File: config.mk
export PLATFORM = sky130hd
export DESIGN_NAME = pwm_peripheral
export DESIGN_NICKNAME = d
export VERILOG_FILES = /design/src/rtl/pwm_peripheral.sv
export SDC_FILE = /design/constraint.sdc
export NUM_CORES = 1
export LEC_CHECK = 0
export CAP_MARGIN = 5
export CORE_MARGIN = 5
export CORE_UTILIZATION = 60
export CTS_BUF_LIST = sky130_fd_sc_hd__clkbuf_16
export CTS_CLUSTER_DIAMETER = 80
export DETAILED_ROUTE_END_ITERATION = 6
export DONT_BUFFER_PORTS = 1
export PLACE_DENSITY = 0.76
export SLEW_MARGIN = 20
export SYNTH_ARGS = -nofsm -noshare
export SYNTH_HDL_FRONTEND = slang
export SYNTH_SLANG_ARGS = --single-unit
export TNS_END_PERCENT = 50
File: constraint.sdc
create_clock -name clk -period 2.3 [get_ports clk]
set_input_delay 0.69 -clock clk [delete_from_list [all_inputs] [get_ports clk]]
set_output_delay 0.69 -clock clk [all_outputs]
set_load 0.01 [all_outputs]
File: src/rtl/pwm_peripheral.sv
// 16-channel PWM driver: a shared prescaled 8-bit counter compared against one duty value.
// Define PWM_SHADOW_EN to latch the duty once per period so updates land on period_start.
module pwm_peripheral #(
    parameter int CLK_DIV = 3000
) (
    input  logic        clk,
    input  logic        rst_n,
    input  logic [7:0]  en_reg_out_7_0,
    input  logic [7:0]  en_reg_out_15_8,
    input  logic [7:0]  en_reg_pwm_7_0,
    input  logic [7:0]  en_reg_pwm_15_8,
    input  logic [7:0]  pwm_duty_cycle,
    output logic [15:0] out,
    output logic        period_start
);

    localparam logic [15:0] DIV_LAST = 16'(CLK_DIV - 1);

    logic [15:0] r_div_cnt;
    logic [7:0]  r_pwm_counter;
    logic [7:0]  w_duty_active;
    logic        w_tick;
    logic        w_wrap;
    logic        w_pwm_level;
    logic [15:0] w_en_out;
    logic [15:0] w_en_pwm;
    logic [15:0] w_out_next;

    assign w_tick = (r_div_cnt == DIV_LAST);
    assign w_wrap = w_tick && (r_pwm_counter == 8'hFF);

    always_ff @(posedge clk or negedge rst_n) begin
        if (!rst_n) begin
            r_div_cnt     <= '0;
            r_pwm_counter <= '0;
        end else if (w_tick) begin
            r_div_cnt     <= '0;
            r_pwm_counter <= r_pwm_counter + 8'd1;
        end else begin
            r_div_cnt     <= r_div_cnt + 16'd1;
        end
    end

`ifdef PWM_SHADOW_EN
    logic [7:0] r_duty_shadow;

    // Loaded on the wrap tick so the new duty is first compared against counter value 0.
    always_ff @(posedge clk or negedge rst_n) begin
        if (!rst_n) begin
            r_duty_shadow <= '0;
        end else if (w_wrap) begin
            r_duty_shadow <= pwm_duty_cycle;
        end
    end

    assign w_duty_active = r_duty_shadow;
`else
    assign w_duty_active = pwm_duty_cycle;
`endif

    // 0xFF is special-cased to a solid high rather than 255/256.
    assign w_pwm_level = (w_duty_active == 8'hFF) || (r_pwm_counter < w_duty_active);

    assign w_en_out = {en_reg_out_15_8, en_reg_out_7_0};
    assign w_en_pwm = {en_reg_pwm_15_8, en_reg_pwm_7_0};

    always_comb begin
        w_out_next = w_en_out & (~w_en_pwm | {16{w_pwm_level}});
    end

    always_ff @(posedge clk or negedge rst_n) begin
        if (!rst_n) begin
            out          <= '0;
            period_start <= 1'b0;
        end else begin
            out          <= w_out_next;
            period_start <= w_wrap;
        end
    end

endmodule

# Word-level counts from Yosys, hierarchy flattened
# Cells that the tools add are included.
# op_classes
n_addsub,2
eq_ne,3
n_reduce_logical,2
muxes,1
bitwise_logic,3
n_lt_le_gt_ge,1
# op_table
op,n
"adder 16 x 1 -> 16 bit, second input constant",1
AND 16 bit,1
"== test 16 x 12 -> 1 bit, second input constant",1
"== test 8 bit, second input constant",2
two-way mux 16 bit,1
inverter 16 bit,1
bitwise OR 16 bit,1
"adder 8 x 1 -> 8 bit, second input constant",1
< comparator 8 bit,1
logical AND 1 bit,1
logical OR 1 bit,1
# totals
word_cells,16
out_inout_bits,17
input_bits,42
reg_bits,41

# Depth between registers and ports, before layout
# logic_depth
ltp_word,4
mapped_depth,7
ltp_nobuf,6

# Worst setup path before layout
# No wires, ideal clock.
# synth_timing
path_kind,input-to-reg
from,input pwm_duty_cycle[7]
to,register out[10]
setup_time_ns,0.135
arrival_time_ns,2.078
required_time_ns,2.165
path_stages,7
path_buffers,1
setup_slack_ns,0.087
path_cell_list,inv_1 -> ha_1 -> and4_1 -> o21ai_0 -> o32ai_1 -> clkbuf_1 -> a21boi_0
# synth_between
elab_chain_len,4
word_cells_on_any_way,5
classes_between,order compare: 1; eq/ne: 1; bitwise: 2; reduce/logical: 1
# synth_rtl
element,line,text
"start, declared",12,"input logic [7:0] pwm_duty_cycle,"
< comparator 8 bit or == test 8 bit (tied branches),62,assign w_pwm_level = (w_duty_active == 8'hFF) || (r_pwm_counter < w_duty_active);
logical OR 1 bit *,62,
bitwise OR 16 bit *,68,w_out_next = w_en_out & (~w_en_pwm | {16{w_pwm_level}});
AND 16 bit *,68,
named net w_out_next[10],27,logic [15:0] w_out_next;
"end signal, assigned",76,out <= w_out_next;
"end, declared",13,"output logic [15:0] out,"
# The timed path passes the listed nets; every way through them passes the cells marked *.
# A chain may end at the register's enable or synchronous reset.

# Worst setup path after layout
# layout_timing
from,register r_div_cnt[6]
to,register r_pwm_counter[1]
# layout_between
elab_chain_len,1
# layout_rtl
element,line,text
"start, declared",19,logic [15:0] r_div_cnt;
"start signal, assigned",40,r_div_cnt <= r_div_cnt + 16'd1;
== test 16 x 12 -> 1 bit,29,assign w_tick = (r_div_cnt == DIV_LAST);
"end signal, assigned",38,r_pwm_counter <= r_pwm_counter + 8'd1;
"end, declared",20,logic [7:0] r_pwm_counter;
# Every way passes these cells.

==> results.py <==
metrics = {
    "timing": {
        "max_freq_mhz": 502.6,
        "finalSetupTns_ps": 0,
        "layout_setup_ws_ps": 310.3,
        "hold_viol": 0,
        "worst_clock_skew_ps": 6.328,
        "slew_violations": 0,
        "max_slew_margin": 0.6616,
        "setup_viol": 0,
        "rsz0062_at_grt": "no",
        "worstMarginPinSlew_ps": 507.5,
        "period_share": 0.8651,
        "min_period_ps": 1990,
    },
    "synthesis": {
        "syn_avg_cell_area_um2": 11.33,
        "ys_seq_area_frac": 0.5325,
        "async_flop_share": 1.000,
        "ys_types": 37,
        "syn_nets": 221,
        "ys.flop_type": "dfrtp_1",
        "synth_edf_count": 0,
        "synth_seq_cells": 41,
        "synth_area_mm2": 0.001927,
        "synthCells": 170,
        "yosysWarnings": 0,
    },
    "power_and_ir_drop": {
        "leakage_nw": 1.040,
        "peakVddDrop_mv": 0.6484,
        "p_per_area_mw_per_mm2": 729.2,
    },
    "clock_network": {
        "cts_buffers": 5,
        "clk_pin_slew_ps": 60,
        "cts-resized-gates": 0,
        "hold_buffers": 0,
        "cts_root_buf": "clkbuf_16",
        "clock_latency_ps": 280,
        "clock_tree.buffer_depth": 2,
        "cts_tree": "built",
        "cts_htree_levels": 2,
        "clock-sinks": 41,
        "cts_setup_buffers": 0,
    },
    "run_status": {
        "status": "complete, no violations",
    },
    "worst_setup_path": {
        "ff2ff_path_depth": 4,
        "cp-end-kind": "register",
        "arrival_ps": 2150,
        "slowest_stage": "or3_1",
        "timing.critical_path.cells": "or3b_1 -> or3_1 -> nor2_4 -> mux2_1",
        "crit_family": "simple AND/OR/NAND/NOR gates",
        "cp_max_fo": 9,
        "cpPeakStageDelay_ps": 540,
        "crit_type": "reg2reg",
        "cp.required_ps": 2460,
        "critical_path_buf_inv_count": 0,
        "crit_cells": 4,
        "cp-start-kind": "register",
    },
    "cells_and_area": {
        "drive_above_1_share": 0.07910,
        "final_util": 0.6984,
        "antenna_cells": 0,
        "nets": 227,
        "mostFrequentLayoutCell": "dfrtp_1",
        "mostFrequentLayoutCells": "dfrtp_1 (41), a21boi_0 (16), xor2_1 (15)",
        "area_growth_pct": 11.56,
    },
    "route": {
        "route.vias.total": 1304,
        "wl_um": 3846,
        "drt-pass1-iter-count": 4,
        "drc": 0,
        "vias_per_cell": 5.900,
        "ant_nets": 0,
        "drt_iter0_drc": 105,
        "wire_per_inst_um": 17.40,
    },
    "die": {
        "initial_core_util": 0.6260,
        "die-width_um": 66.67,
        "coreArea_mm2": 0.003078,
        "die_h_um": 66.67,
        "ios": 59,
        "fp-row-count": 20,
        "dieArea_mm2": 0.004445,
    },
    "global_routing": {
        "track_usage": 0.2027,
        "grt_first_pass_wirelength_um": 6706,
        "grt_start_max_net_pins": 42,
        "grt_pass1_vias": 1482,
        "antenna_found_initial": 0,
        "grt-ovfl-total": 0,
    },
    "run": {
        "maxCapViolations": 0,
    },
    "placed_design": {
        "dp_hpwl_um": 2656,
        "io_buffers": 0,
        "pre_cts_slack_ps": 252.2,
        "routabilityCongestion": 0.8588,
    },
    "min_path": {
        "hp-class": "in2async",
    },
}
==> power breakdown <==
part / internal [mW] / leakage [nW] / switching [mW] / total [mW]
Sequential: 0.736 / 0.521 / 0.0138 / 0.750
Clock: 0.513 / 0.0800 / 0.282 / 0.795
Combinational: 0.0121 / 0.439 / 0.0106 / 0.0227
==> synth_stat cells (2+ instances only) <==
library cell | n | area (um^2)
dfrtp_1 | 41 | 1026
a21boi_0 | 16 | 120.1
xor2_1 | 15 | 131.4
inv_1 | 12 | 45.04
nand3_1 | 11 | 55.05
nor2_1 | 11 | 41.29
ha_1 | 9 | 112.6
nand2_1 | 7 | 26.28
nor3_1 | 7 | 35.03
and3_1 | 4 | 25.02
nand4_1 | 4 | 25.02
xnor2_1 | 4 | 35.03
and4_1 | 2 | 17.52
clkbuf_1 | 2 | 7.510
nor4_4 | 2 | 42.54
o21ai_0 | 2 | 10.01
==> sequential cells by signal (all words and copies together) (netlist names) <==
| name | cells |
|---|---|
| out | 16 |
| r_pwm_counter | 8 |
| r_div_cnt | 16 |
| period_start | 1 |
==> through the flow <==
stage | total power, mW | cell area [um^2] | std cells | hold WS, ps
finish | 1.567 | 2150 | 221 | 95.30
global route | 1.623 | 2150 | 221 | 84.86
CTS | 1.575 | 2150 | 221 | 93.93
detailed placement | 0.7857 | 1978 | 213 | 395.3
global placement | 0.7835 | 1978 | 213 | 395.4
floorplan | 0.7793 | 1927 | 170 | 394.4
==> kinds of logic (layout without fill, tap and decap cells) <==
family | count (synthesis) | count (layout) | synth area share
adders and majority gates | 9 | 9 | 0.05844
muxes | 1 | 1 | 0.005844
buffers and inverters | 15 | 22 | 0.03312
AOI/OAI and AO/OA | 28 | 28 | 0.1085
DFF | 41 | 41 | 0.5325
xor gates and xnor gates | 19 | 19 | 0.08636
and+or+nand+nor | 57 | 57 | 0.1753
==> routing by layer <==
metal | track usage | vias up | share of wire
met5 | 0 | - | 0
met4 | 0.05838 | 0 | 0.016
met3 | 0.09106 | 9 | 0.084
met2 | 0.3441 | 44 | 0.50
met1 | 0.2282 | 645 | 0.39
li1 | - | 606 | -
==> final timing paths <==
kind,startpoint,to,slack [ps]
worst min-delay path,rst_n,r_pwm_counter[5],100
worst max-delay path,r_div_cnt[6],r_pwm_counter[1],310
min in group clk,r_div_cnt[15],r_div_cnt[15],470
worst max register to register,r_div_cnt[6],r_pwm_counter[1],310
worst min register to register,r_div_cnt[15],r_div_cnt[15],470
max in group asynchronous,rst_n,out[9],2120
==> worst reg2reg max path, cell delays in order, from the launching register on <==
cell and delay, ps:
dfrtp_1 430, or3b_1 400, or3_1 540, nor2_4 180, mux2_1 320
==> area by class of cell <==
cell class,count,area (um^2)
Tap cell,44,55.05
Sequential cell,41,1026
Multi-Input combinational cell,114,837.1
Fill cell,224,928.4
Clock buffer,5,125.1
Timing Repair Buffer,2,15.01
Inverter,12,45.04
Clock inverter,3,46.29
Note: power is estimated with default switching activity, not from simulation.
